### src/rtl/id_stage_ctrl.sv
// Decode-stage controller: IF/ID pipeline register, IF/EX valid-ready
// handshake, load-use hazard bubble insertion and ID datapath decode
// (immediate format select, source-register use, illegal detection).
module id_stage_ctrl #(
  parameter int STALL_CNT_W = 16
) (
  input  logic                   clk,
  input  logic                   reset,
  input  logic                   if_valid,
  input  logic [31:0]            if_instr,
  input  logic [31:0]            if_pc,
  output logic                   id_ready,
  output logic                   id_valid,
  input  logic                   ex_ready,
  output logic [31:0]            id_instr,
  output logic [31:0]            id_pc,
  output logic [2:0]             imm_sel,
  output logic [4:0]             rs1_addr,
  output logic [4:0]             rs2_addr,
  output logic                   rs1_used,
  output logic                   rs2_used,
  output logic                   id_illegal,
  input  logic                   ex_valid,
  input  logic                   ex_is_load,
  input  logic [4:0]             ex_rd,
  input  logic                   flush,
  output logic [1:0]             id_state,
  output logic [STALL_CNT_W-1:0] stall_cnt
);

  typedef enum logic [1:0] {
    ST_EMPTY = 2'd0,
    ST_FULL  = 2'd1,
    ST_STALL = 2'd2
  } id_state_e;

  localparam logic [STALL_CNT_W-1:0] STALL_MAX = {STALL_CNT_W{1'b1}};

  localparam logic [2:0] IMM_NONE = 3'd0;
  localparam logic [2:0] IMM_I    = 3'd1;
  localparam logic [2:0] IMM_S    = 3'd2;
  localparam logic [2:0] IMM_B    = 3'd3;
  localparam logic [2:0] IMM_U    = 3'd4;
  localparam logic [2:0] IMM_J    = 3'd5;

  logic                   valid_r;
  logic [31:0]            instr_r;
  logic [31:0]            pc_r;
  id_state_e              state_r;
  logic [STALL_CNT_W-1:0] stall_cnt_r;

  logic [4:0] opcode_s;
  logic [2:0] imm_sel_s;
  logic       rs1_used_s;
  logic       rs2_used_s;
  logic       illegal_s;
  logic       rs1_match_s;
  logic       rs2_match_s;
  logic       hazard_s;
  logic       capture_s;
  logic       handoff_s;

  assign opcode_s = instr_r[6:2];
  assign rs1_addr = instr_r[19:15];
  assign rs2_addr = instr_r[24:20];

  // Decode the held instruction into immediate format and register-use flags.
  always_comb begin
    imm_sel_s  = IMM_NONE;
    rs1_used_s = 1'b0;
    rs2_used_s = 1'b0;
    illegal_s  = 1'b0;
    if (instr_r[1:0] != 2'b11) begin
      illegal_s = 1'b1;
    end else begin
      case (opcode_s)
        5'b00000, 5'b00100, 5'b11001: begin
          imm_sel_s  = IMM_I;
          rs1_used_s = 1'b1;
        end
        5'b01000: begin
          imm_sel_s  = IMM_S;
          rs1_used_s = 1'b1;
          rs2_used_s = 1'b1;
        end
        5'b11000: begin
          imm_sel_s  = IMM_B;
          rs1_used_s = 1'b1;
          rs2_used_s = 1'b1;
        end
        5'b01101, 5'b00101: begin
          imm_sel_s = IMM_U;
        end
        5'b11011: begin
          imm_sel_s = IMM_J;
        end
        5'b01100: begin
          rs1_used_s = 1'b1;
          rs2_used_s = 1'b1;
        end
        5'b00011, 5'b11100: begin
          rs1_used_s = 1'b1;
        end
        default: begin
          illegal_s = 1'b1;
        end
      endcase
    end
  end

  // A load in EX whose destination feeds a used source of ID forces a bubble;
  // x0 is never a real dependency.
  assign rs1_match_s = rs1_used_s & (rs1_addr == ex_rd);
  assign rs2_match_s = rs2_used_s & (rs2_addr == ex_rd);
  assign hazard_s    = valid_r & ex_valid & ex_is_load & (ex_rd != 5'd0)
                     & (rs1_match_s | rs2_match_s);

  // Handshake is a function of held state, EX and flush only, never if_valid.
  assign id_valid  = valid_r & ~hazard_s & ~flush;
  assign id_ready  = ~flush & (~valid_r | (ex_ready & ~hazard_s));
  assign capture_s = id_ready & if_valid;
  assign handoff_s = id_valid & ex_ready;

  assign id_instr   = instr_r;
  assign id_pc      = pc_r;
  assign id_state   = state_r;
  assign stall_cnt  = stall_cnt_r;
  assign imm_sel    = imm_sel_s;
  assign rs1_used   = rs1_used_s;
  assign rs2_used   = rs2_used_s;
  assign id_illegal = valid_r & illegal_s;

  // IF/ID pipeline register: flush kills, capture loads, handoff empties.
  always_ff @(posedge clk) begin
    if (reset) begin
      valid_r <= 1'b0;
      instr_r <= 32'd0;
      pc_r    <= 32'd0;
    end else if (flush) begin
      valid_r <= 1'b0;
    end else if (capture_s) begin
      valid_r <= 1'b1;
      instr_r <= if_instr;
      pc_r    <= if_pc;
    end else if (handoff_s) begin
      valid_r <= 1'b0;
    end else begin
      valid_r <= valid_r;
    end
  end

  // Occupancy FSM tracking EMPTY / FULL / hazard STALL.
  always_ff @(posedge clk) begin
    if (reset) begin
      state_r <= ST_EMPTY;
    end else if (flush) begin
      state_r <= ST_EMPTY;
    end else begin
      case (state_r)
        ST_EMPTY: begin
          if (capture_s) state_r <= ST_FULL;
          else           state_r <= ST_EMPTY;
        end
        ST_FULL, ST_STALL: begin
          if (hazard_s)       state_r <= ST_STALL;
          else if (capture_s) state_r <= ST_FULL;
          else if (handoff_s) state_r <= ST_EMPTY;
          else                state_r <= ST_FULL;
        end
        default: begin
          state_r <= ST_EMPTY;
        end
      endcase
    end
  end

  // Saturating count of cycles lost to load-use hazards.
  always_ff @(posedge clk) begin
    if (reset) begin
      stall_cnt_r <= {STALL_CNT_W{1'b0}};
    end else if (hazard_s && !flush && (stall_cnt_r != STALL_MAX)) begin
      stall_cnt_r <= stall_cnt_r + {{(STALL_CNT_W-1){1'b0}}, 1'b1};
    end else begin
      stall_cnt_r <= stall_cnt_r;
    end
  end

endmodule

### config.mk
export PLATFORM = sky130hd
export DESIGN_NAME = id_stage_ctrl
export DESIGN_NICKNAME = d
export VERILOG_FILES = /design/src/rtl/id_stage_ctrl.sv
export SDC_FILE = /design/constraint.sdc
export NUM_CORES = 1
export LEC_CHECK = 0
export CORE_MARGIN = 4
export CORE_UTILIZATION = 44
export DETAILED_ROUTE_END_ITERATION = 8
export PLACE_DENSITY = 0.9
export SLEW_MARGIN = 15
export SYNTH_ARGS = -nofsm -noshare
export SYNTH_HDL_FRONTEND = slang
export SYNTH_SLANG_ARGS = --single-unit
### constraint.sdc
create_clock -name clk -period 3.5 [get_ports clk]
set_input_delay 0.525 -clock clk [delete_from_list [all_inputs] [get_ports clk]]
set_output_delay 0.525 -clock clk [all_outputs]
set_load 0.02 [all_outputs]
## After elaboration in Yosys (flattened, before gate mapping)

Cells that the tools add are included.

- Register bits after elaboration: 83
- Bits of input ports: 76
- Output and inout port bits: 100

- Add/sub/neg operators: 1
- Eq/ne operators: 16
- Muxes and demuxes: 15
- Bitwise operators: 18
- Reduce and logical (&&, ||, !) cells: 15

Operators by type and width:

| kind | count |
|---|---|
| $eq 5x5->1 const B | 4 |
| $add 16x1->16 const B | 1 |
| $ne 16x16->1 const B | 1 |
| $eq 5x4->1 const B | 3 |
| $pmux 3 s5 | 1 |
| $and 1x1->1 | 13 |
| $mux 1 | 11 |
| $reduce_or 11->1 | 1 |
| $eq 5x3->1 const B | 2 |
| $eq 5x5->1 | 2 |
| $reduce_or 8->1 | 1 |
| $reduce_or 2->1 | 3 |
| $reduce_or 3->1 | 2 |
| $eq 5x2->1 const B | 1 |
| $logic_not 5->1 | 1 |
| $reduce_bool 5->1 | 1 |
| $pmux 2 s2 | 1 |
| $mux 3 | 1 |
| $not 1->1 | 3 |
| $eq 2x1->1 const B | 1 |
| $eq 2x2->1 const B | 1 |
| $logic_and 1x1->1 | 2 |
| $logic_not 2->1 | 1 |
| $mux 2 | 1 |
| 5 further kinds | 6 |

## Longest topological paths before layout

Gate-level depths: netlist (run 1).

- Depth in word-level cells: 15
- Gate-level depth with buffers: 8

## Worst setup path after synthesis (run 1)

No wires, ideal clock.

- Path kind: in2out
- Start: input ex_rd[0]
- End: output id_ready
- Arrival time: 1907 ps
- Data required time: 2975 ps
- Setup slack: 1068 ps
- Cell stages on the path: 7
- Path buffers: 1
- Path through: nor4_1 > a211o_1 > inv_1 > a31oi_1 > buf_2 > nand2b_1 > nor2_1

- Longest elaborated chain between the ends: 8
- Elaborated cells on any way between the ends: 12
- Those cells by class: 2 x eq/ne; 9 x bitwise; 1 x reduce/logical

RTL lines:

| element | RTL line | RTL |
|---|---|---|
| start, declared | 25 | `input logic [4:0] ex_rd,` |
| $eq 5x5->1, on equally long branches | 113, 114 |  |
| $and 1x1->1, on equally long branches | 113, 114 |  |
| $or 1x1->1 | 116 | `& (rs1_match_s \| rs2_match_s);` |
| $and 1x1->1 (*) | 116 |  |
| $not 1->1 (*) | 120 | `assign id_ready = ~flush & (~valid_r \| (ex_ready & ~hazard_s));` |
| $and 1x1->1 (*) | 120 |  |
| $or 1x1->1 (*) | 120 |  |
| $and 1x1->1 (*) | 120 |  |
| end, declared | 12 | `output logic id_ready,` |

Every way passes the cells marked *; elsewhere a longest branch is shown, timed or not.

## Worst setup path after layout (run 1)

Ends and elaborated chain as after synthesis.

==> results.md, run 1 <==
Outcome:
- The run finished with clean final reports.

Pwr:
- Across the VDD grid, the largest voltage drop is 287 uV.
- Of the total power, registers draw 0.495.
- Of the total power, the share spent switching nets is 0.256.
- The cell-internal power is 1520 uW.
- The power per standard cell area is 367 nW/um^2.
- The part of the total power dissipated in combinational logic is 0.181.
- Summed over all cells, the static leakage comes to 0.00201 uW.
- The power dissipated by switching net loads is 521 uW.
- The share of total power dissipated in the clock network is 0.324.

Setup path:
- The critical path crosses 8 cells after its start point.
- The worst setup path is captured at an output port.
- Data on the critical path is required at its endpoint by 2970 ps.
- In this run the register-to-register setup slack is 1120 ps.
- STA classifies the critical path startpoint as a primary input.
- In this run the worst path has a maximum fanout of 3.
- On the worst path, the slowest cell contributes a delay of 610 ps.
- Grouping stages by cell kind, the critical path spends the most delay in buffers and inverters.
- On the critical path, the stage with the largest delay is an instance of sky130_fd_sc_hd__clkdlybuf4s50_1.
- By startpoint and endpoint, the worst setup path is classified as primary input to output port.
- The path depth of the worst reg2reg path is 7.
- The endpoint identified for the worst register-to-register timing path is stall_cnt[0].
- In this run the critical register-to-register path is launched from id_instr[16].
- The most numerous cell type found on the critical path is sky130_fd_sc_hd__clkdlybuf4s50_1.
- Data on the critical path arrives at its endpoint at 2750 ps.
- The number of buffers and inverters on the critical path is 3.
- Walking the worst path, the cells encountered are clkdlybuf4s50_1 > nor4_1 > a211o_1 > inv_1 > a31oi_2 > nand2b_1 > nor2_1 > clkdlybuf4s50_1.

Logic synthesis:
- The portion of synthesized area spent on multiplexers is 0.187.
- The synthesized instance count is 386.
- The count of flip-flops with a built-in enable after synthesis is 0.
- Among all flip-flop cells after synthesis, the most frequent one is sky130_fd_sc_hd__dfxtp_1.
- The synthesized net count is 465.
- Of the total synthesized cell area, the portion taken by full adders, half adders and majority gates is 0.0104.
- In this run the mean area of a mapped cell was 9.32 sq um.
- The cell area after technology mapping is 3600 sq um.
- During synthesis, Yosys emitted a total of 0 warnings.
- The share of synthesized registers carrying an async set or reset is 0.
- The area fraction in compound gates after synthesis is 0.0612.
- After synthesis, the largest family of logic cells by area is simple AND/OR/NAND/NOR gates.
- Of the total synthesized cell area, the portion taken by XOR and XNOR cells is 0.0244.
- Synthesis instantiated 39 different standard cells from the library.
- The simple logic cell fraction of the synthesized area is 0.198.
- The share of the Yosys chip area taken by registers is 0.462.
- The number of synthesized register bits is 83.

Floorplanning:
- The die area is 9680 sq um.
- The vertical die dimension is 98.4 microns.
- The number of I/O pins is 176.
- The floorplan step defined a core boundary enclosing 7850 sq um.
- The number of placement rows is 32.
- The die is 98.4 microns wide.
- For this configuration, the core starts out at a cell density of 0.458.

CTS:
- No sink is reached through more buffers than the 2 on the longest clock path.
- The clock-pin slew on the worst setup and hold paths is 80 ps.
- The number of H-tree levels is 3.
- The clock latency reported for the late side of the worst-skew pair is 330 ps.
- TritonCTS created 9 clock buffers.
- Once the clock tree was built, the setup fixing pass inserted 0 buffers.
- CTS placed an instance of sky130_fd_sc_hd__clkbuf_8 at the clock tree root.
- The number of instances resized during post-cts repair is 0.
- The CTS tree is built.
- Hold repair after CTS inserted 0 buffers.
- The clock net in this run drives a total of 83 sinks.

Cells and area:
- The area growth from synthesis to layout is 54.6%.
- The final layout contains 626 nets.
- The count of cells in the finished layout, fillers not included, comes to 654.
- The number of antenna diodes in the final layout is 0.
- Of the cells placed in the final design, the portion with a size suffix greater than 1 is 0.0489.

Placement:
- Routability-driven placement finished with a final weighted congestion of 0.936.
- OpenSTA, run right after detailed placement, puts the worst setup slack at 237 ps.
- The count of buffers added on input and output ports is 175.
- The number of placed instances, taps included, is 638.
- The post-detailed-placement half-perimeter wirelength is 7730 microns.

Routing:
- The detail route stage leaves a number of antenna-violating nets equal to 0.
- For this run, the detailed router's first-pass iteration total came to 6.
- The number of remaining DRC errors is 0.
- Using the TritonRoute via totals, the vias-per-cell ratio works out to 5.03.
- The post-detailed-route wirelength per cell is 15.5 microns.
- Detailed routing inserted a total of 3289 vias.
- The initial detailed-routing violation count is 95.
- Summed over all layers, the routed wires come to 10200 microns.

Timing:
- The period utilization is 0.936.
- The minimum period implied by the final worst setup slack is 3270 ps.
- The final hold violation count is 0.
- Setup violations remaining at the end of the flow were counted as 0.
- After routing, the total negative slack on setup checks comes to 0 ps.
- For this run, the top clock speed supported by timing is 305 MHz.
- The normalized max-slew margin is 0.633.
- The pin slew with the least headroom to its limit is 546 ps.
- The final worst slack is 226 ps.
- The final clock skew is 11.0 ps.
- The number of pins with negative max-slew slack in the final report was 0.
- Setup repair after global routing left no endpoint under its margin.

Global routing:
- The global routing met1 resource utilization is 0.231.
- The initial antenna violation count is 0.
- The global-route congestion overflow total is 0.
- The global routing met2 resource utilization is 0.374.
- The layer with the highest usage after global routing is met2.
- The via count of the first global-routing pass is 3412.
- In the global route stage, overall resource usage came out at 0.206.
- In the global route stage, met3 resource usage came out at 0.0550.
- The first global-routing pass estimated 16500 microns of wire.
- The maximum number of pins on one net before global-route repair is 56.

Min path:
- The worst hold path belongs to the class register to register.
- In this run the most critical hold path is launched from id_instr[30].
- The path with the worst hold slack has its endpoint at id_instr[30].
- The number of stages on the worst hold path is 2.

Flow run:
- The number of maximum-capacitance violations is 0.
## cell usage in the layout (no fill, tap or decap), types with 2 or more instances in the layout
cell	netlist	layout
sky130_fd_sc_hd__nand3_1	10	10
sky130_fd_sc_hd__nand2_1	11	11
sky130_fd_sc_hd__dfxtp_1	83	83
sky130_fd_sc_hd__inv_1	7	7
sky130_fd_sc_hd__nand4_1	5	5
sky130_fd_sc_hd__or3_1	12	12
sky130_fd_sc_hd__o21a_1	2	2
sky130_fd_sc_hd__buf_4	16	5
sky130_fd_sc_hd__and4b_1	2	2
sky130_fd_sc_hd__xnor2_1	8	8
sky130_fd_sc_hd__ha_1	3	3
sky130_fd_sc_hd__nor3b_1	3	3
sky130_fd_sc_hd__a21oi_1	14	14
sky130_fd_sc_hd__nand2b_1	4	4
sky130_fd_sc_hd__and4_1	2	2
sky130_fd_sc_hd__clkbuf_8	0	9
sky130_fd_sc_hd__xor2_1	2	2
sky130_fd_sc_hd__clkdlybuf4s50_1	0	174
sky130_fd_sc_hd__and3_1	2	2
sky130_fd_sc_hd__mux2i_1	65	65
sky130_fd_sc_hd__mux2_2	2	2
sky130_fd_sc_hd__and2_1	2	2
sky130_fd_sc_hd__nor2_1	77	77
sky130_fd_sc_hd__nor3_1	5	5
sky130_fd_sc_hd__nor4_1	2	2
sky130_fd_sc_hd__o21ai_0	13	13
sky130_fd_sc_hd__nor2b_1	6	6
sky130_fd_sc_hd__clkbuf_1	13	3
## worst min-delay path, stage by stage, from the launching register on
cell and delay, ps:
sky130_fd_sc_hd__dfxtp_1 330, sky130_fd_sc_hd__mux2i_1 60, sky130_fd_sc_hd__nor2_1 70
## flip-flops by register name, indices dropped and copies added (netlist names)
name       cells
stall_cnt     16
id_pc         32
valid_r        1
id_state       2
id_instr      32
## worst max-delay path by stage
stage                     slack [ps]       end     start
after floorplan                 1070  id_ready  ex_rd[0]
after global placement           330  id_ready  ex_rd[0]
after detailed placement         240  id_ready  ex_rd[0]
after CTS                        220  id_ready  ex_rd[0]
after global routing              40  id_ready  ex_rd[0]
final                            230  id_ready  ex_rd[0]
## per-stage QoR
| stage | power [uW] | area [sq um] | util | hold WS, ps |
|---|---|---|---|---|
| finish | 2040 | 5560 | 0.708 | 497 |
| global route | 2130 | 5560 | 0.708 | 516 |
| CTS | 2060 | 5560 | 0.708 | 499 |
| detailed placement | 1400 | 5370 | 0.685 | 480 |
| global placement | 1390 | 5370 | 0.685 | 472 |
| floorplan | 1200 | 3600 | - | 566 |
## kinds of logic (layout without fill, tap and decap cells)
family                   after synthesis  in the layout
AO/OA/AOI/OAI                         38             38
AND/OR/NAND/NOR                      147            147
XOR/XNOR                              10             10
adder cells (fa/ha/maj)                3              3
buffers and inverters                 38            204
flip-flops                            83             83
multiplexers                          67             67
## power groups by stage
stage	Combinational, uW	Clock [uW]	Sequential (uW)
3_3_place_gp	362	0	1030
6_report	368	660	1010
4_1_cts	372	682	1010
5_1_grt	393	717	1020
3_5_place_dp	370	0	1030
2_1_floorplan	133	0	1070
## Yosys cell counts (2+ instances only)
cell / count / area share
sky130_fd_sc_hd__nand4_1: 5 / 0.0087
sky130_fd_sc_hd__a31oi_1: 2 / 0.0035
sky130_fd_sc_hd__nor3b_1: 3 / 0.0063
sky130_fd_sc_hd__a21oi_1: 14 / 0.019
sky130_fd_sc_hd__xor2_1: 2 / 0.0049
sky130_fd_sc_hd__buf_2: 2 / 0.0028
sky130_fd_sc_hd__and3_1: 2 / 0.0035
sky130_fd_sc_hd__buf_4: 16 / 0.033
sky130_fd_sc_hd__mux2i_1: 65 / 0.18
sky130_fd_sc_hd__nor3_1: 5 / 0.0070
sky130_fd_sc_hd__nand2_1: 11 / 0.011
sky130_fd_sc_hd__and4_1: 2 / 0.0049
sky130_fd_sc_hd__and4b_1: 2 / 0.0056
sky130_fd_sc_hd__nand3_1: 10 / 0.014
sky130_fd_sc_hd__nor2b_1: 6 / 0.010
sky130_fd_sc_hd__or3_1: 12 / 0.021
sky130_fd_sc_hd__o21ai_0: 13 / 0.018
sky130_fd_sc_hd__nor4_1: 2 / 0.0035
sky130_fd_sc_hd__and2_1: 2 / 0.0035
sky130_fd_sc_hd__nand2b_1: 4 / 0.0070
sky130_fd_sc_hd__o21a_1: 2 / 0.0042
sky130_fd_sc_hd__mux2_2: 2 / 0.0063
sky130_fd_sc_hd__xnor2_1: 8 / 0.019
sky130_fd_sc_hd__clkbuf_1: 13 / 0.014
sky130_fd_sc_hd__inv_1: 7 / 0.0073
sky130_fd_sc_hd__ha_1: 3 / 0.010
sky130_fd_sc_hd__dfxtp_1: 83 / 0.46
sky130_fd_sc_hd__nor2_1: 77 / 0.080
## routing by layer
layer | share of wire | wire [microns]
met1 | 0.39 | 4010
met2 | 0.53 | 5380
met3 | 0.059 | 597
met4 | 0.017 | 168
met5 | 0 | 0
## cell type report
cell class              instances  area (sq um)
fillers                       607          2290
repair buffers                181          1800
well taps                     102           128
clock inverters                 4          51.3
multi-input cells             265          1750
clock buffers                  12           135
inverters                       7          26.3
flip-flops and latches         83          1660
Power figures use the tool's default switching activity.
==> run 2, diff against run 1 <==
--- a/config.mk
+++ b/config.mk
@@ -5,8 +5,9 @@
 export SDC_FILE = /design/constraint.sdc
 export NUM_CORES = 1
 export LEC_CHECK = 0
+export ABC_AREA = 1
 export CORE_MARGIN = 4
-export CORE_UTILIZATION = 44
+export CORE_UTILIZATION = 46
 export DETAILED_ROUTE_END_ITERATION = 8
 export PLACE_DENSITY = 0.9
 export SLEW_MARGIN = 15
==> constraint.sdc (replaced) <==
create_clock -name clk -period 3.5 [get_ports clk]
set_input_delay 0.525 -clock clk [delete_from_list [all_inputs] [get_ports clk]]
set_output_delay 0.525 -clock clk [all_outputs]
set_load 0.05 [all_outputs]
==> results.md, run 2 <==
Global routing:
- The initial antenna violation count is 0 (unchanged).
- The global routing met2 resource utilization is 0.396 (+0.0219).
- The first-pass GRT wire length was 18200 microns (+10%).
- The maximum number of pins on one net before global-route repair is 106 (+89%).
- The layer flagged by global routing as most heavily used is met2.
- The total global routing track utilization is 0.217 (+0.0112).
- The global routing met1 resource utilization was 0.245 (+0.0136).
- The fraction of met3 tracks used by global routing is 0.0444 (-0.0106).
- The global-route congestion overflow total is 0 (unchanged).
- The via count of the first global-routing pass is 3953 (+16%).

CTS:
- The number of instances resized during post-cts repair is 0 (unchanged).
- The hold buffer count at CTS came to 0 (unchanged).
- The number of H-tree levels came to 3 (unchanged).
- The CTS tree is built.
- The number of buffers added for setup after CTS is 0 (unchanged).
- The clock sink count is 83 (unchanged).
- The root cell of the clock tree is sky130_fd_sc_hd__clkbuf_8.
- The clock latency reported for the late side of the worst-skew pair is 340 ps (about the same).
- The buffer depth of the longest clock path came to 2 (unchanged).
- The number of buffers added by the clock tree synthesis step is 9 (unchanged).
- The clock-pin slew on the worst setup and hold paths is 90 ps (about the same).

Placement:
- The post-detailed-placement half-perimeter wirelength is 8790 microns (+14%).
- The routability congestion estimate from global placement is 0.899 (-4.0%).
- The number of input and output port buffers inserted came to 175 (unchanged).
- The total cell area at the placement stage is 5760 sq um (+7.3%).

Timing:
- The final clock skew is 12.6 ps (+1.63 ps).
- The final-report setup violation count is 0 (unchanged).
- The period utilization came to 0.826 (-0.109).
- The final hold slack is 512 ps (+15.7 ps).
- Setup repair after global routing left no endpoint under its margin.
- The final hold violation count is 0 (unchanged).
- The setup total negative slack is 0 ps (unchanged).
- The highest achievable clock rate was 346 MHz (+13%).
- The number of pins with negative max-slew slack in the final report is 0 (unchanged).
- The normalized max-slew margin is 0.633 (about the same).
- The pin slew with the least headroom to its limit is 548 ps (+1.93 ps).
- The minimum period implied by the final worst setup slack is 2890 ps (-382 ps).

Routing:
- The routed via count divided by cell count is 4.65 (-7.6%).
- The number of remaining DRC errors is 0 (unchanged).
- The total wire length after detailed routing is 11600 microns (+14%).
- The iteration count of the initial detailed-routing pass is 4 (-2).
- The remaining antenna violation count is 0 (unchanged).
- The post-detailed-route wirelength per cell is 12.8 microns (-17%).
- The initial detailed-routing violation count was 104 (+9.5%).
- The total via count after detailed routing is 4187 (+27%).

Logic synthesis:
- The number of synthesized register bits was 83 (unchanged).
- The leading area contributor after synthesis is sky130_fd_sc_hd__dfxtp_1.
- The synthesized instance count is 633 (+64%).
- Yosys attributes the largest share of cell area to sky130_fd_sc_hd__dfxtp_1, sky130_fd_sc_hd__nand2_1, sky130_fd_sc_hd__nor2_1, sky130_fd_sc_hd__inv_1, sky130_fd_sc_hd__buf_4.
- The share of synthesized registers carrying an async set or reset is 0 (unchanged).
- By instance count, the leading cell after synthesis is sky130_fd_sc_hd__nand2_1.
- The distinct cell type count after synthesis is 24 (-38%).
- The cell area after technology mapping is 4070 sq um (+13%).
- The synthesis warning total is 0 (unchanged).
- The post-synthesis average cell area came to 6.43 sq um (-31%).
- The area share of the leading cell type in the synthesized netlist was 0.408 (-0.0537).
- Counting instances in the post-synthesis netlist gives the leading cell types as sky130_fd_sc_hd__nand2_1, sky130_fd_sc_hd__nor2_1, sky130_fd_sc_hd__dfxtp_1.
- The count of flip-flops with a built-in enable after synthesis was 0 (unchanged).
- The synthesized net count came to 712 (+53%).
- The register area share after synthesis was 0.408 (-0.0537).
- The leading register cell type out of synthesis is sky130_fd_sc_hd__dfxtp_1.

Pwr:
- The worst-case vdd ir drop was 264 uV (-8.0%).
- The standby leakage power is 0.00277 uW (+38%).
- The power per standard cell area is 391 nW/um^2 (+6.7%).

Setup path:
- The buffering stage count on the worst path with inverters included is 3 (unchanged).
- The maximum net fanout on the critical path is 4 (+1).
- The largest delay contributor family on the critical path is buffers and inverters.
- The startpoint class of the critical path is a register.
- The endpoint of the most critical register-to-register path is id_pc[4].
- The worst setup path is captured at an output port.
- The path depth of the worst reg2reg path was 12 (+5).
- The launch point of the worst path is id_instr[6].
- The worst reg-to-reg setup slack is 1230 ps (+110 ps).
- The largest stage delay on the critical path is 830 ps (+220 ps).
- The count of cell instances traversed by the critical path came to 9 (+1).
- The data arrival time of the critical path is 2370 ps (-380 ps).
- The worst setup path is of the register to output port kind.
- The standard cell with the maximum stage delay on the critical path is sky130_fd_sc_hd__clkdlybuf4s50_1.
- The source of the worst register-to-register timing path is id_instr[5].
- The required time of the critical path is 2970 ps (about the same).
- The signal on the critical path passes through inv_1 > nand2_1 > nor2_1 > nor2_2 > nand3_1 > nand2_1 > inv_1 > nor3_1 > clkdlybuf4s50_1.

Min path:
- The path with the worst hold slack has its endpoint at id_pc[24].
- The worst hold path begins at id_pc[24].
- The path class of the tightest hold or removal check is register to register.
- The number of stages on the worst hold path is 4 (+2).

Cells and area:
- The final cell area excluding filler cells is 5960 sq um (+7.2%).
- The antenna cell count is 0 (unchanged).
- The final cell utilization of the core is 0.687 (-0.0218).
- The top cell types in the final layout, fill and taps aside, are sky130_fd_sc_hd__nand2_1, sky130_fd_sc_hd__clkdlybuf4s50_1, sky130_fd_sc_hd__nor2_1, sky130_fd_sc_hd__dfxtp_1, sky130_fd_sc_hd__inv_1.
- The most common cell after layout, fill and taps aside is sky130_fd_sc_hd__nand2_1.
- The area of combinational cells with multiple inputs was 1850 sq um (+5.6%).
- The area growth from synthesis to layout is 46.4%.
- The final-layout fill cell count is 695 (+14%).
- The ratio of cells with drive above 1 in the final layout came to 0.0391 (-0.00982).
- The net count of the finished layout was 867 (+38%).
- The footprint of the flip-flops and latches is 1660 sq um (unchanged).

Floorplanning:
- The initial standard-cell utilization of the core was 0.469 (+0.0106).
- The number of I/O pins is 176 (unchanged).
- The number of placement rows is 34 (+6.3%).
- The floorplan die width is 102 microns (+3.7%).
- The area of the core is 8680 sq um (+11%).
- The vertical die dimension was 102 microns (+3.7%).
- The die area is 10400 sq um (+7.6%).

Outcome:
- The run finished with clean final reports.

Flow run:
- The number of maximum-capacitance violations is 0 (unchanged).
run 2: cell types whose count changed after synthesis, moves of 5 or more:
cell and delta:
sky130_fd_sc_hd__buf_6 +6, sky130_fd_sc_hd__inv_1 +75, sky130_fd_sc_hd__o21ai_0 -12, sky130_fd_sc_hd__xor2_1 +10
sky130_fd_sc_hd__nor2_1 +77, sky130_fd_sc_hd__nand2_1 +184, sky130_fd_sc_hd__or3_1 -12, sky130_fd_sc_hd__mux2i_1 -65
sky130_fd_sc_hd__inv_2 +5, sky130_fd_sc_hd__nor2b_1 -6
run 2: worst max path at each step:
stage / slack (ps) / end
4_1_cts: 590 / id_illegal
6_report: 610 / id_illegal
5_1_grt: 460 / id_illegal
3_5_place_dp: 740 / id_pc[4]
3_3_place_gp: 870 / id_instr[3]
2_1_floorplan: 440 / id_illegal
run 2: cell type report:
type / instances / area share
clock buffer: 11 / 0.0237
clock inverter: 5 / 0.00882
inverter: 87 / 0.0548
multi-input combinational: 428 / 0.311
sequential: 83 / 0.279
tap: 108 / 0.0227
timing repair buffer: 179 / 0.300
run 2: per-layer routing:
metal	vias up	routed length, microns
li1	2162	-
met1	1859	4570
met2	139	5920
met3	27	724
met4	0	339
met5	-	0
run 2: through the flow:
stage	setup slack, ps	power [uW]	std cells
floorplan	443	1440	633
global placement	867	1650	885
detailed placement	743	1670	885
CTS	589	2350	901
global route	462	2450	901
finish	608	2330	901
run 2: cells by family (layout without fill, tap and decap cells):
kind of cell             after synthesis  in the layout  share of synthesized area
adder cells (fa/ha/maj)                3              3                    0.00923
buffers and inverters                122            282                      0.138
AND/OR/NAND/NOR                      382            382                      0.370
AO/OA/AOI/OAI                         21             21                     0.0264
flip-flops                            83             83                      0.408
XOR/XNOR                              22             22                     0.0474
run 2: worst reg2reg max path, cell delays in order (launching register included):
cell and delay [ps]:
sky130_fd_sc_hd__dfxtp_1 440, sky130_fd_sc_hd__nand3_1 180, sky130_fd_sc_hd__nor2_1 170, sky130_fd_sc_hd__nor2_2 60
sky130_fd_sc_hd__nand3_1 110, sky130_fd_sc_hd__nand3_1 80, sky130_fd_sc_hd__nand2_1 130, sky130_fd_sc_hd__nand2_4 110
sky130_fd_sc_hd__nand3_4 220, sky130_fd_sc_hd__buf_12 400, sky130_fd_sc_hd__nand2_1 160, sky130_fd_sc_hd__nand2_1 90
sky130_fd_sc_hd__nor2_1 40
run 2: where the power goes:
part           internal, uW  switching [uW]  leakage (uW)  total [uW]
clock                   346             336     0.0000991         682
combinational           234             382       0.00199         616
sequential              997            37.0      0.000681        1030
